File: src/rtl/mem_pkg.sv
// Shared types and constants for the memory-stage SRAM access controller.
package mem_pkg;

  localparam int unsigned SRAM_AW         = 18;
  localparam int unsigned SRAM_DW         = 16;
  localparam int unsigned WAIT_CYCLES_DEF = 2;
  localparam int unsigned BASE_ADDR_DEF   = 1024;

  // Word index width: one SRAM address bit selects the half-word.
  localparam int unsigned IDX_W = SRAM_AW - 1;

  typedef enum logic [1:0] {
    IDLE = 2'd0,
    LO   = 2'd1,
    HI   = 2'd2,
    DONE = 2'd3
  } state_e;

endpackage

File: src/rtl/sram_wait_counter.sv
// Loadable down-counter that times the wait states of one SRAM half-word phase.
module sram_wait_counter #(
  parameter int unsigned WAIT_CYCLES = 2,
  parameter int unsigned CW          = $clog2(WAIT_CYCLES + 1)
) (
  input  logic          clk,
  input  logic          rst,
  input  logic          load,
  input  logic [CW-1:0] value,
  output logic          zero
);

  logic [CW-1:0] cnt_q;
  logic [CW-1:0] cnt_d;

  // Load has priority; otherwise count down and rest at zero.
  always_comb begin
    cnt_d = cnt_q;
    if (load) begin
      cnt_d = value;
    end else if (cnt_q != '0) begin
      cnt_d = cnt_q - CW'(1);
    end
  end

  // Counter register.
  always_ff @(posedge clk) begin
    if (rst) begin
      cnt_q <= '0;
    end else begin
      cnt_q <= cnt_d;
    end
  end

  assign zero = (cnt_q == '0);

endmodule

File: src/rtl/mem_access_ctrl.sv
// Memory-stage controller: splits a 32-bit load/store into two 16-bit SRAM
// phases with fixed wait states and freezes the pipeline until it is done.
module mem_access_ctrl
  import mem_pkg::*;
#(
  parameter int unsigned WAIT_CYCLES = WAIT_CYCLES_DEF,
  parameter int unsigned BASE_ADDR   = BASE_ADDR_DEF
) (
  input  logic                 clk,
  input  logic                 rst,
  input  logic                 MEM_R_EN,
  input  logic                 MEM_W_EN,
  input  logic [31:0]          ALU_result,
  input  logic [31:0]          Val_Rm,
  output logic [31:0]          mem_rdata,
  output logic                 ready,
  output logic [SRAM_AW-1:0]   SRAM_ADDR,
  output logic [SRAM_DW-1:0]   SRAM_DQ_out,
  input  logic [SRAM_DW-1:0]   SRAM_DQ_in,
  output logic                 SRAM_DQ_oe,
  output logic                 SRAM_WE_N
);

  localparam int unsigned CW = $clog2(WAIT_CYCLES + 1);
  localparam logic [CW-1:0] CNT_RELOAD = CW'(WAIT_CYCLES - 1);

  state_e             state_q, state_d;
  logic [IDX_W-1:0]   idx_q, idx_d;
  logic [31:0]        wdata_q, wdata_d;
  logic               wr_q, wr_d;
  logic [SRAM_DW-1:0] lo_q, lo_d;
  logic [31:0]        rdata_q, rdata_d;

  logic               req;
  logic               cnt_load;
  logic               cnt_zero;
  logic [31:0]        offset;
  logic [IDX_W-1:0]   addr_idx;
  logic               unused_offset_bits;

  // Word index relative to the SRAM window; wraps modulo the SRAM size.
  assign req                = MEM_R_EN | MEM_W_EN;
  assign offset             = ALU_result - 32'(BASE_ADDR);
  assign addr_idx           = offset[IDX_W+1:2];
  assign unused_offset_bits = ^{offset[31:IDX_W+2], offset[1:0]};

  sram_wait_counter #(
    .WAIT_CYCLES (WAIT_CYCLES),
    .CW          (CW)
  ) u_wait_cnt (
    .clk   (clk),
    .rst   (rst),
    .load  (cnt_load),
    .value (CNT_RELOAD),
    .zero  (cnt_zero)
  );

  // Next-state logic: latch the request in IDLE, sequence LO -> HI -> DONE.
  always_comb begin
    state_d  = state_q;
    idx_d    = idx_q;
    wdata_d  = wdata_q;
    wr_d     = wr_q;
    lo_d     = lo_q;
    rdata_d  = rdata_q;
    cnt_load = 1'b0;

    case (state_q)
      IDLE: begin
        if (req) begin
          idx_d    = addr_idx;
          wdata_d  = Val_Rm;
          wr_d     = MEM_W_EN;
          cnt_load = 1'b1;
          state_d  = LO;
        end
      end
      LO: begin
        if (cnt_zero) begin
          if (!wr_q) begin
            lo_d = SRAM_DQ_in;
          end
          cnt_load = 1'b1;
          state_d  = HI;
        end
      end
      HI: begin
        if (cnt_zero) begin
          if (!wr_q) begin
            rdata_d = {SRAM_DQ_in, lo_q};
          end
          state_d = DONE;
        end
      end
      DONE: begin
        state_d = IDLE;
      end
      default: begin
        state_d = IDLE;
      end
    endcase
  end

  // State and datapath registers.
  always_ff @(posedge clk) begin
    if (rst) begin
      state_q <= IDLE;
      idx_q   <= '0;
      wdata_q <= '0;
      wr_q    <= 1'b0;
      lo_q    <= '0;
      rdata_q <= '0;
    end else begin
      state_q <= state_d;
      idx_q   <= idx_d;
      wdata_q <= wdata_d;
      wr_q    <= wr_d;
      lo_q    <= lo_d;
      rdata_q <= rdata_d;
    end
  end

  // Moore SRAM strobes decoded from state and latched direction; ready handshake.
  always_comb begin
    SRAM_ADDR   = '0;
    SRAM_DQ_out = '0;
    SRAM_WE_N   = 1'b1;
    SRAM_DQ_oe  = 1'b0;
    ready       = 1'b0;

    case (state_q)
      LO: begin
        SRAM_ADDR = {idx_q, 1'b0};
        if (wr_q) begin
          SRAM_DQ_out = wdata_q[15:0];
          SRAM_WE_N   = 1'b0;
          SRAM_DQ_oe  = 1'b1;
        end
      end
      HI: begin
        SRAM_ADDR = {idx_q, 1'b1};
        if (wr_q) begin
          SRAM_DQ_out = wdata_q[31:16];
          SRAM_WE_N   = 1'b0;
          SRAM_DQ_oe  = 1'b1;
        end
      end
      IDLE: begin
        ready = ~req;
      end
      DONE: begin
        ready = 1'b1;
      end
      default: begin
        ready = 1'b0;
      end
    endcase

    // While reset is held the controller is logically idle.
    if (rst) begin
      ready = ~req;
    end
  end

  assign mem_rdata = rdata_q;

endmodule

File: config.mk
export PLATFORM = sky130hd
export DESIGN_NAME = mem_access_ctrl
export DESIGN_NICKNAME = d
export VERILOG_FILES = /design/src/rtl/mem_pkg.sv /design/src/rtl/sram_wait_counter.sv /design/src/rtl/mem_access_ctrl.sv
export SDC_FILE = /design/constraint.sdc
export NUM_CORES = 1
export LEC_CHECK = 0
export CORE_UTILIZATION = 44
export DETAILED_ROUTE_END_ITERATION = 8
export PLACE_DENSITY = 0.79
export SYNTH_ARGS = -nofsm -noshare
export SYNTH_HDL_FRONTEND = slang
export SYNTH_HIERARCHICAL = 1
export SYNTH_SLANG_ARGS = --single-unit
File: constraint.sdc
create_clock -name clk -period 2.5 [get_ports clk]
set_input_delay 0.5 -clock clk [delete_from_list [all_inputs] [get_ports clk]]
set_output_delay 0.5 -clock clk [all_outputs]
set_load 0.01 [all_outputs]
==> summary.txt, run 1 <==
Status
  • Run status: finished, final reports clean

Logic synthesis
  • Number of synthesized flops with an enable pin: 0
  • Top-area cell type share of the netlist area: 49.7%
  • Syn Area/Cell: 7.72 um2
  • YS warnings: 6
  • Synth area leader: dfxtp_1
  • Most frequent cell after synthesis: nand2_1
  • Post-synthesis register bit count: 102
  • Synth cell count leaders: nand2_1, dfxtp_1, a21oi_1, clkbuf_1, nor2_1
  • Synth Cell Area: 0.00411 mm2
  • Yosys cell types: 38
  • Sequential share of the synthesized area: 49.7%
  • Top cells by area, synth: dfxtp_1, nand2_1, a21oi_1
  • Ys async rst share: 0%
  • Mapped Cells: 532
  • Syn Nets: 622
  • Main synth FF type: dfxtp_1

Worst setup path
  • Crit path DAT: 1.92 ns
  • CP Cell Sequence: inv_1 -> ha_4 -> nand2_1 -> buf_12 -> clkdlybuf4s50_1
  • Crit path launch type: flip-flop
  • Reg-to-reg startpoint: state_q[1]
  • Reg-to-reg endpoint: lo_q[2]
  • Worst Setup SP: state_q[0]
  • R2R Setup Slk: 0.60 ns
  • Worst setup path end: SRAM_WE_N
  • FF-to-FF path depth: 6
  • WP buf/inv: 3
  • Critical-path top delay cell: clkdlybuf4s50_1
  • Critical path's top delay family: buffers and inverters
  • WP data required: 2.00 ns
  • Kind of end point of the critical path: output port
  • CP Depth: 5
  • Slowest stage delay, CP: 0.54 ns
  • Max FO, Critical Path: 18
  • Setup CP Type: reg2out

Route
  • DR WL/cell: 13.4 um
  • Residual DRC count: 0
  • DR pass1 iterations: 4
  • Via density: 5.19
  • DRT iter0 DRCs: 171
  • Total Routed Length: 10,400 um
  • Vias: 4,025
  • Routed Antenna Nets: 0

Timing
  • Final Setup Violations: 0
  • PnR worst setup slack: 0.0755 ns
  • Final Max Tran Viols: 0
  • Tcrit/Tclk final: 97.0%
  • Measured slew at the worst slew-check pin: 1.01 ns
  • Final min period: 2.42 ns
  • Unrepaired setup endpoints after global routing: no
  • Setup Skew: 0.00873 ns
  • Final Hold Viols: 0
  • Max-slew headroom: 32.4%
  • F_max: 412 MHz

CTS
  • CTS buffer count: 9
  • Post-cts resize count: 37
  • Clk Latency, worst-skew pair: 0.36 ns
  • # H-tree levels: 3
  • Clock Pin Slew Worst Setup and Hold Paths: 0.09 ns
  • CTS tree: built
  • Clock Tree Root: clkbuf_8
  • Sink Count: 102
  • Number of setup buffers added after CTS: 0
  • CTS max path bufs: 2
  • Post-CTS Hold Buffers: 0

Placed design
  • Dpl hpwl: 7170 um
  • Routability congestion estimate: 0.775
  • Port Buffers: 137
  • Dpl ws: -0.259 ns

Final layout
  • FF+latch area: 0.00204 mm2
  • Area grow syn2layout: 41.8%
  • NumNets Final: 753
  • Share of layout cells above drive strength 1: 6.74%
  • Area occupied by multi-input gates: 0.00192 mm2
  • Ant diodes: 0
  • Fill count: 796

Global route
  • Number of global-route vias before repair: 3,668
  • First-pass GRT wire length: 16,900 um
  • Total Routing Usage GR: 21.3%
  • Initial antenna violation count: 0
  • Pin count of the biggest net entering global routing: 99
  • GRT Residual Overflow: 0

Die
  • Die height: 98.6 um
  • Die ar.: 0.00972 mm2
  • Rows: 34
  • IO Count: 153
  • Die Wd: 98.6 um
  • Core Region: 0.00889 mm2
  • Starting Density: 46.2%

Min path
  • HP Class: reg2reg

Power and ir drop
  • Max VDD drop: 0.427 mV
  • Static leakage: 2.28 nW
  • Pwr/cell area: 850 mW/mm2
  • Power consumption: 4.95 mW

Job
  • Max_cap viols: 0
-- state kept, by name, indices dropped and copies added, names as in the netlist --
| register | count |
|---|---|
| mem_rdata | 32 |
| wdata_q | 32 |
| idx_q | 17 |
| lo_q | 16 |
| state_q | 2 |
| u_wait_cnt/cnt_q | 2 |
| wr_q | 1 |
-- how the worst min path moves through the flow --
| stage | slack, ns | to | from | depth (start not counted) |
|---|---|---|---|---|
| floorplan | 0.43 | idx_q[0] | idx_q[0] | 2 |
| global placement | 0.44 | mem_rdata[9] | lo_q[9] | 2 |
| detailed placement | 0.44 | mem_rdata[4] | lo_q[4] | 2 |
| CTS | 0.45 | mem_rdata[4] | lo_q[4] | 2 |
| global route | 0.46 | mem_rdata[8] | lo_q[8] | 2 |
| finish | 0.45 | mem_rdata[4] | lo_q[4] | 2 |
-- through the flow --
| stage | instances | util, % | instance area [um2] | hold slack, ns | TNS [ns] |
|---|---|---|---|---|---|
| after global routing | 776 | 65.5 | 5820 | 0.465 | 0 |
| after detailed placement | 760 | 63.7 | 5670 | 0.441 | -0.259 |
| after CTS | 776 | 65.5 | 5820 | 0.455 | 0 |
| after global placement | 760 | 63.7 | 5670 | 0.436 | -0.231 |
| final | 776 | 65.5 | 5820 | 0.453 | 0 |
| after floorplan | 532 | - | 4110 | 0.432 | 0 |
-- final cells by class --
type | instances | area share [%]
clock buffer | 11 | 2.43
clock inverter | 5 | 0.731
inverter | 8 | 0.516
multi-input combinational | 385 | 32.9
sequential | 102 | 35.1
tap | 108 | 2.32
timing repair buffer | 157 | 25.9
-- kinds of logic after synthesis --
group	Yosys count	synth area share [%]
and+or+nand+nor	240	24.9
AOI/OAI and AO/OA	134	18.6
DFF	102	49.7
buffers and inverters	45	4.17
adders and majority gates	6	1.83
xor gates and xnor gates	3	0.640
other	2	0.183
-- where the power goes --
group	switching (mW)	internal [mW]	total (mW)	leakage (nW)
combinational	1.09	0.816	1.91	1.36
sequential	0.154	1.93	2.09	0.835
clock	0.560	0.399	0.958	0.0901
-- layer usage --
metal,vias to the layer above,global-route usage [%],share of wire (%)
met3,14,5.32,7.1
met4,0,7.35,1.5
met5,-,0,0
li1,2017,-,-
met2,138,35.4,46
met1,1856,27.1,45
-- cells in the final DEF, fill, tap and decap left out, types with 7 or more instances in the layout --
master	count
a21oi_1	92
nor2_1	20
a211oi_1	7
o21ai_0	7
buf_4	17
clkdlybuf4s50_1	101
dfxtp_1	100
inv_1	8
nand2_1	181
and2_1	17
a22oi_1	16
dlygate4sd2_1	33
clkbuf_8	10
-- tightest hold or removal path: cells and delay by family, from the launching register on --
kind	cells	cell delay [ns]
DFF	1	0.32
and+or+nand+nor	1	0.05
AOI/OAI and AO/OA	1	0.05
No activity file was read; power rests on OpenSTA's default activity.
==> run 2, diff against run 1 <==
--- a/config.mk
+++ b/config.mk
@@ -6,6 +6,7 @@
 export NUM_CORES = 1
 export LEC_CHECK = 0
 export CORE_UTILIZATION = 44
+export CTS_CLUSTER_DIAMETER = 50
 export DETAILED_ROUTE_END_ITERATION = 8
 export PLACE_DENSITY = 0.79
 export SYNTH_ARGS = -nofsm -noshare
==> results of run 2 <==
Same layout as run 1: the final DEF is identical, and so are final timing and power.
==> run 3, diff against run 2 <==
--- a/config.mk
+++ b/config.mk
@@ -5,10 +5,10 @@
 export SDC_FILE = /design/constraint.sdc
 export NUM_CORES = 1
 export LEC_CHECK = 0
-export CORE_UTILIZATION = 44
+export CORE_UTILIZATION = 25
 export CTS_CLUSTER_DIAMETER = 50
 export DETAILED_ROUTE_END_ITERATION = 8
-export PLACE_DENSITY = 0.79
+export PLACE_DENSITY = 0.49
 export SYNTH_ARGS = -nofsm -noshare
 export SYNTH_HDL_FRONTEND = slang
 export SYNTH_HIERARCHICAL = 1
==> run 3 against run 2 <==
Against the previous run: sequential power about the same; critical path depth increased by 1; sequential share of layout area decreased by 1.6 points; maximum frequency decreased by 0.74%; flip-flop and latch count unchanged; via count decreased by 1.3%; clock skew decreased by 0.0038 ns; core utilization decreased by 27 points; cell count increased by 13%; largest power group unchanged.
==> summary.txt, run 3 (synthesis gave the netlist of run 1 again) <==
Die
  • Rows: 46 (+35%)
  • Die Wd: 130 um (+32%)
  • Core Region: 0.0159 mm2 (+79%)
  • Die ar.: 0.0169 mm2 (+74%)
  • IO Count: 153 (unchanged)
  • Starting Density: 25.8% (-20 points)
  • Die height: 130 um (+32%)

Power and ir drop
  • Pwr/cell area: 918 mW/mm2 (+7.9%)
  • Static leakage: 2.33 nW (+1.9%)
  • Cell Int Power: 3.71 mW (+18%)
  • Sequential share of power: 37.2% (-4.9 points)
  • Power consumption: 5.59 mW (+13%)
  • Clk pwr share: 28.3% (+8.9 points)
  • Switch share: 33.7% (-2.7 points)
  • Switching pwr: 1.88 mW (+4.6%)
  • Max VDD drop: 0.323 mV (-24%)
  • Gate power share: 34.5% (-4.0 points)

Worst setup path
  • Crit path launch type: flip-flop
  • Critical path's top delay family: buffers and inverters
  • Critical-path top delay cell: clkdlybuf4s50_1
  • Setup CP Type: reg2out
  • CP Cell Sequence: inv_1 -> ha_4 -> nand2_1 -> buf_12 -> inv_1 -> clkdlybuf4s50_1
  • Slowest stage delay, CP: 0.52 ns (-0.02 ns)
  • Max FO, Critical Path: 18 (unchanged)
  • Crit-path most repeated cell: inv_1
  • WP buf/inv: 4 (+1)
  • Kind of end point of the critical path: output port
  • WP data required: 2.00 ns (about the same)
  • Crit path DAT: 1.94 ns (+0.02 ns)

Route
  • Routed length on met1: 5360 um (+14%)
  • Via density: 4.52 (-13%)
  • DR WL/cell: 13.6 um (+1.4%)
  • Vias: 3,974 (-1.3%)
  • Residual DRC count: 0 (unchanged)
  • Met2 WL post-DR: 5400 um (+13%)
  • Max layer used: met5
  • DRT iter0 DRCs: 151 (-12%)
  • Routed Antenna Nets: 0 (unchanged)
  • Total Routed Length: 12,000 um (+15%)
  • DR pass1 iterations: 4 (unchanged)
  • Met3 WL: 1030 um (+39%)

CTS
  • # H-tree levels: 3 (unchanged)
  • Sink Count: 102 (unchanged)
  • Number of setup buffers added after CTS: 0 (unchanged)
  • CTS max path bufs: 2 (unchanged)
  • CTS tree: built
  • CTS buffer count: 9 (unchanged)
  • Clk Latency, worst-skew pair: 0.35 ns (about the same)
  • Post-CTS Hold Buffers: 0 (unchanged)
  • Clock Tree Root: clkbuf_16
  • Clock Pin Slew Worst Setup and Hold Paths: 0.07 ns (-0.02 ns)

Global route
  • GRT Residual Overflow: 0 (unchanged)
  • First-pass GRT wire length: 19,000 um (+13%)
  • Pin count of the biggest net entering global routing: 99 (unchanged)
  • Number of global-route vias before repair: 3,938 (+7.4%)
  • Total Routing Usage GR: 14.5% (-6.8 points)
  • Initial antenna violation count: 1 (+1)

Final layout
  • Ant diodes: 0 (unchanged)
  • Share of layout cells above drive strength 1: 6.33% (-0.41 points)
  • Area grow syn2layout: 48.5%
  • Most frequent cells in the layout: nand2_1, clkdlybuf4s50_1, dfxtp_1, a21oi_1, dlygate4sd2_1
  • NumNets Final: 750 (-0.40%)
  • Fill count: 1,669 (+110%)
  • Layout Cells excl Fill: 880 (+13%)
  • Most common cell after layout, fill and taps aside: nand2_1

Placed design
  • Port Buffers: 137 (unchanged)
  • Inst Count DP: 865 (+14%)
  • Routability congestion estimate: 0.724 (-6.5%)
  • Dpl hpwl: 7960 um (+11%)

Timing
  • Final Hold Viols: 0 (unchanged)
  • Unrepaired setup endpoints after global routing: no
  • Final min period: 2.44 ns (+0.0180 ns)
  • F_max: 409 MHz (-0.74%)
  • Tcrit/Tclk final: 97.7% (+0.72 points)
  • Setup Skew: 0.00496 ns (-0.00377 ns)
  • Final Setup Violations: 0 (unchanged)
  • Max-slew headroom: 27.4% (-5.0 points)
  • Final Max Tran Viols: 0 (unchanged)
  • Measured slew at the worst slew-check pin: 1.09 ns (+0.0753 ns)

Job
  • Max_cap viols: 0 (unchanged)

Min path
  • HP Class: reg2reg

Status
  • Run status: finished, final reports clean
-- run 3: what timing repair did --
| item | in CTS | in global routing |
|---|---|---|
| endpoints found under the setup margin | 36 | 2 |
| cloned | 0 | 0 |
| resized for setup | 39 | 3 |
-- run 3: final timing paths --
kind / cells past startpoint / slack [ns] / start / endpoint
worst max-delay path: 6 / 0.06 / state_q[0] / SRAM_DQ_oe
worst min-delay path: 2 / 0.45 / lo_q[4] / mem_rdata[4]
worst max register to register: 5 / 0.77 / state_q[1] / lo_q[5]
worst min register to register: 2 / 0.45 / lo_q[4] / mem_rdata[4]
-- run 3: metrics by stage --
step	hold WS [ns]	worst slack (ns)	area (um2)	utilization [%]	setup TNS [ns]
after global placement	0.437	-0.253	5780	36.3	-0.253
after global routing	0.468	0.00112	6100	38.2	0
final	0.452	0.0575	6100	38.2	0
after floorplan	0.432	0.517	4110	-	0
after CTS	0.454	0.00559	6100	38.3	0
after detailed placement	0.443	-0.225	5780	36.3	-0.225
-- run 3: layer usage --
metal,global-route usage [%],vias to the layer above
li1,-,2015
met1,16.5,1828
met2,24.7,117
met3,5.90,12
met4,4.51,2
met5,0,-
-- run 3: worst reg2reg max path, cell delays in order (launching register included) --
cell and delay (ns):
dfxtp_2 0.33, inv_1 0.12, ha_2 0.27, nand3b_1 0.52, nand2_1 0.24, a21oi_1 0.08
-- run 3: layout make-up --
type	count	area, um2	share of cell area (%)
clock buffer	9	225	3.69
timing repair buffer	154	1500	24.6
tap	216	270	4.43
sequential	102	2040	33.5
clock inverter	6	109	1.79
multi-input combinational	385	1920	31.5
inverter	8	30.0	0.493
-- run 3: power by group through the flow --
stage	sequential, mW	clock [mW]	combinational (mW)
floorplan	2.10	0	1.13
global placement	2.10	0	1.92
detailed placement	2.11	0	1.95
CTS	2.08	1.65	1.97
global route	2.11	1.71	2.17
finish	2.08	1.58	1.93
==> patch 1: new RTL, flow settings as in run 1 <==
`SRAM_AW`: 18 -> 9.
--- a/src/rtl/mem_pkg.sv
+++ b/src/rtl/mem_pkg.sv
@@ -1,7 +1,7 @@
 // Shared types and constants for the memory-stage SRAM access controller.
 package mem_pkg;
 
-  localparam int unsigned SRAM_AW         = 18;
+  localparam int unsigned SRAM_AW         = 9;
   localparam int unsigned SRAM_DW         = 16;
   localparam int unsigned WAIT_CYCLES_DEF = 2;
   localparam int unsigned BASE_ADDR_DEF   = 1024;
Interface: changed (resized SRAM_ADDR); port bits go from 153 to 144. The function was not compared with the original's and may differ.
==> patch 1 against run 1 <==
Sequential cell count down 9; total power decreased by 12%; area after synthesis decreased by 8.2%; largest power group unchanged; routed wire length is 11% lower; via count down 14%; design area shrank 9.9%; register-to-register slack improved by 0.06 ns; worst setup slack gained 0.032 ns; global-route usage increased by 0.42 points; sequential share of layout area rose by 0.51 points; first-iteration DRC count up 16%.
==> patch 1: results (changes against run 1) <==
[run_status]
status=complete, no violations

[finish]
n_antenna_cell=0  ; unchanged
drive_gt1_frac=0.0906  ; +0.0232
finalNonFillerCells=701  ; -9.7%

[global_routing]
grt_usage=0.217  ; +0.00420
grt_pass1_vias=3281  ; -11%
grt_max_degree=77  ; -22%
grt_first_pass_wirelength_mm=15.2  ; -9.7%

[placed_design]
dp_hpwl_mm=6.43  ; -10%
dp.cells=682  ; -10%
place_congestion=0.794  ; +2.4%
dpl_cell_area_sq_um=5020  ; -11%
portBuffers=119  ; -13%
dp_slack_ns=-0.00826  ; +0.251 ns

[hold_path]
hold_path_class=reg2reg

[synthesis]
syn_nets=568  ; -8.7%
yosys_warnings=6  ; unchanged
synth_area_leaders=dfxtp_1 (49%), nand2_1 (18%), a21oi_1 (11%)
synth_common_cells=nand2_1 (182), dfxtp_1 (93), a21oi_1 (82)
seq_area_frac_synth=0.494  ; -0.00323
ys_types=31  ; -18%
syn-instance-count=477  ; -10%

[clock_network]
cts_buffer_depth=2  ; unchanged
clk_latency_ns=0.38  ; +0.02 ns
cts.clk_slew.worst_paths_ns=0.11  ; +0.02 ns

[worst_setup_path]
rrSetupSlack_ns=0.66  ; +0.06 ns
cp.arrival_ns=1.89  ; -0.03 ns
critPathMaxFanout=8  ; -10

[power_and_ir_drop]
vdd_drop_max_v=0.000450  ; +5.4%
p_leak_nw=2.03  ; -11%

[sta]
layout_min_cycle_time_ns=2.39  ; -0.0324 ns
tightest_slew_ns=0.789  ; -0.225 ns
fin_hold_ws_ns=0.453  ; -0.000405 ns
skew_ns=0.0134  ; +0.00466 ns

[route]
routed_wl_mm=9.25  ; -11%
vias_per_cell=4.95  ; -4.5%
drt-initial-drc-count=198  ; +16%

## patch 1: cell types whose count changed after synthesis, moves of 5 or more
cell and change:
clkbuf_1 -28, buf_2 +12, a21oi_1 -10, and2_1 -10, a21oi_2 +9, dfxtp_1 -9, a211oi_1 -7, buf_4 +6
o21ai_0 -6, buf_6 +5
## patch 1: what timing repair did
action / in CTS / in global routing
hold endpoints to repair: 0 / 0
setup buffers: 2 / 1
cloned: 0 / 0
resized for setup: 35 / 2
setup endpoints to repair: 27 / 2
## patch 1: worst paths after layout
path,startpoint,end,cells past startpoint
worst max-delay path,state_q[0]$_SDFFE_PP0P_,SRAM_WE_N,5
worst min register to register,lo_q[15]$_SDFFE_PP0P_,mem_rdata[15]$_SDFFE_PP0P_,2
worst max register to register,state_q[0]$_SDFFE_PP0P_,lo_q[7]$_SDFFE_PP0P_,6
worst min-delay path,lo_q[15]$_SDFFE_PP0P_,mem_rdata[15]$_SDFFE_PP0P_,2
## patch 1: worst max-delay path, stage by stage, from the launching register on
cell and delay (ns):
dfxtp_4 0.36, inv_2 0.11, ha_4 0.23, nand2_1 0.11, buf_4 0.17, clkdlybuf4s50_1 0.54
## patch 1: where the power goes
group	internal [mW]	switching (mW)	leakage, nW
Combinational	0.648	0.841	1.18
Clock	0.384	0.578	0.0903
Sequential	1.75	0.142	0.760
## patch 1: metal layers
metal,part of all wire,vias up,GRT usage
met1,0.43,1571,0.270
met3,0.069,15,0.0676
met2,0.48,103,0.358
li1,-,1783,-
met5,0,-,0
met4,0.016,0,0.0707
## patch 1: layout make-up
class                           instances  area (sq um)
Tap cell                              105           131
Fill cell                             744          3010
Multi-Input combinational cell        346          1720
Timing Repair Buffer                  136          1320
Inverter                                5          18.8
Clock buffer                            9           124
Clock inverter                          7          63.8
Sequential cell                        93          1870
## patch 1: kinds of logic after synthesis
kind of cell	after synthesis	share of synthesized area
other	2	0.00199
buffers and inverters	38	0.0584
AOI/OAI and AO/OA	117	0.184
adders and majority gates	7	0.0232
and+or+nand+nor	218	0.233
DFF	93	0.494
muxes	1	0.00266
xor gates and xnor gates	1	0.00232
==> patch 2: new RTL, config.mk and constraints of run 1 <==
Made on the original files. `wdata_q`, `lo_q` and `rdata_q` no longer have a reset.
--- a/src/rtl/mem_access_ctrl.sv
+++ b/src/rtl/mem_access_ctrl.sv
@@ -106,18 +106,18 @@
     if (rst) begin
       state_q <= IDLE;
       idx_q   <= '0;
-      wdata_q <= '0;
       wr_q    <= 1'b0;
-      lo_q    <= '0;
-      rdata_q <= '0;
     end else begin
       state_q <= state_d;
       idx_q   <= idx_d;
-      wdata_q <= wdata_d;
       wr_q    <= wr_d;
-      lo_q    <= lo_d;
-      rdata_q <= rdata_d;
     end
+  end
+
+  always_ff @(posedge clk) begin
+    wdata_q <= wdata_d;
+    lo_q    <= lo_d;
+    rdata_q <= rdata_d;
   end
 
   // Moore SRAM strobes decoded from state and latched direction; ready handshake.
Behaviour: differs if rst is asserted again (counterexample within 10 cycles, from zero or initial values and one cycle with rst high); with rst held inactive, the same outputs for 10 cycles.
==> patch 2 against run 1 <==
Combinational power is 23% lower; area after synthesis fell by 7.9%; sequential cell count stayed put; final cell count shrank 33%; via count fell by 36%; routed wire length is 26% lower; non-clock buffer count is 8 lower; worst setup slack gained 0.025 ns; design area fell by 4.0%; total power rose by 3.1%; count of clock-buffer cells in the layout did not move; critical endpoint unchanged; highest routed layer unchanged.
==> patch 2: results (changes against run 1) <==
[hold_path]
min_from=lo_q[9]$_DFFE_PP_
hold-path-cell-count=0  ; -2

[finish]
layout.nets=503  ; -33%
drive_gt1_frac=0.0861  ; +0.0188

[synthesis]
syn-instance-count=263  ; -51%
synth-compound-area-share=0.0963  ; -0.0896
synth-xor-area-share=0.00695  ; +0.000551
synth_mux_area_frac=0  ; unchanged
synth_common_cells=edfxtp_1 (80), dfxtp_1 (22), nand2_1 (21)
synth_area_leaders=edfxtp_1 (64%), dfxtp_1 (12%), a22oi_1 (3.2%)
synth_edf_count=80  ; +80
seq_area_frac_synth=0.752  ; +0.255

[worst_setup_path]
rrSetupSlack_ns=0.66  ; +0.06 ns
cp.arrival_ns=1.90  ; -0.02 ns
ff2ff_path_depth=4  ; -2
regToRegEndpoint=lo_q[3]$_DFFE_PP_

[placed_design]
dp_slack_ns=-0.279  ; -0.0203 ns
dpl_cell_area_sq_um=5370  ; -5.2%
dp.cells=507  ; -33%
dp_hpwl_mm=5.43  ; -24%
place_congestion=0.784  ; +1.2%

[global_routing]
grt_first_pass_wirelength_mm=11.8  ; -30%
grt_usage=0.176  ; -0.0373
grt_max_degree=59  ; -40%
grt_pass1_vias=2501  ; -32%

[power_and_ir_drop]
pg_clk_mw=1.22  ; +27%
p_leak_nw=2.15  ; -6.0%
seqPwrFrac=0.474  ; +0.053
power_density_nw_per_um2=913  ; +7.4%
switching_share=0.288  ; -0.0762
vdd_drop_max_v=0.000537  ; +26%

[sta]
fin_hold_ws_ns=0.425  ; -0.0285 ns
slew_headroom=0.529  ; +0.205
skew_ns=0.00778  ; -0.000952 ns

[clock_network]
cts_buffer_depth=2  ; unchanged
clk_latency_ns=0.36  ; about the same

[route]
vias_per_cell=4.95  ; -4.6%
drt-initial-drc-count=108  ; -37%
routed_wl_mm=7.72  ; -26%
vias=2589  ; -36%

[run_status]
status=complete, no violations

-- patch 2: repair_timing --
item | in CTS | in global routing
setup endpoints to repair | 36 | 1
hold buffers | 0 | 0
gates resized for setup | 43 | 1
-- patch 2: area by class of cell --
cell class                 instances  area (sq um)
sequential                       102          2850
fill                             617          2670
timing repair buffer             149          1460
multi-input combinational        142           880
clock buffer                      11           131
tap                              105           131
clock inverter                     5           106
inverter                           9          33.8
-- patch 2: kinds of logic after synthesis --
logic type / count (synthesis)
DFF: 102
and+or+nand+nor: 76
AOI/OAI and AO/OA: 55
buffers and inverters: 19
adders and majority gates: 6
xor gates and xnor gates: 3
other: 2
-- patch 2: layer usage --
| metal | track usage | vias up | wire length [um] |
|---|---|---|---|
| met1 | 0.223 | 1195 | 3360 |
| met3 | 0.0386 | 14 | 547 |
| met2 | 0.290 | 118 | 3670 |
| met5 | 0 | - | 0 |
| li1 | - | 1262 | - |
| met4 | 0.0783 | 0 | 144 |
-- patch 2: how the worst max path moves through the flow --
| stage | depth (start not counted) | from | slack, ns | end |
|---|---|---|---|---|
| floorplan | 5 | state_q[0]$_SDFFE_PP0P_ | 0.02 | mem_rdata[0]$_DFFE_PP_ |
| global placement | 5 | MEM_W_EN | -0.23 | ready |
| detailed placement | 5 | MEM_W_EN | -0.28 | ready |
| CTS | 6 | state_q[0]$_SDFFE_PP0P_ | 0.04 | SRAM_DQ_oe |
| global route | 5 | state_q[0]$_SDFFE_PP0P_ | 0.01 | SRAM_WE_N |
| finish | 5 | state_q[0]$_SDFFE_PP0P_ | 0.10 | SRAM_WE_N |
-- patch 2: critical path, delay by kind of cell (launching register included) --
family,cells,cell delay [ns]
adders and majority gates,1,0.27
buffers and inverters,3,0.79
DFF,1,0.36
and+or+nand+nor,1,0.12
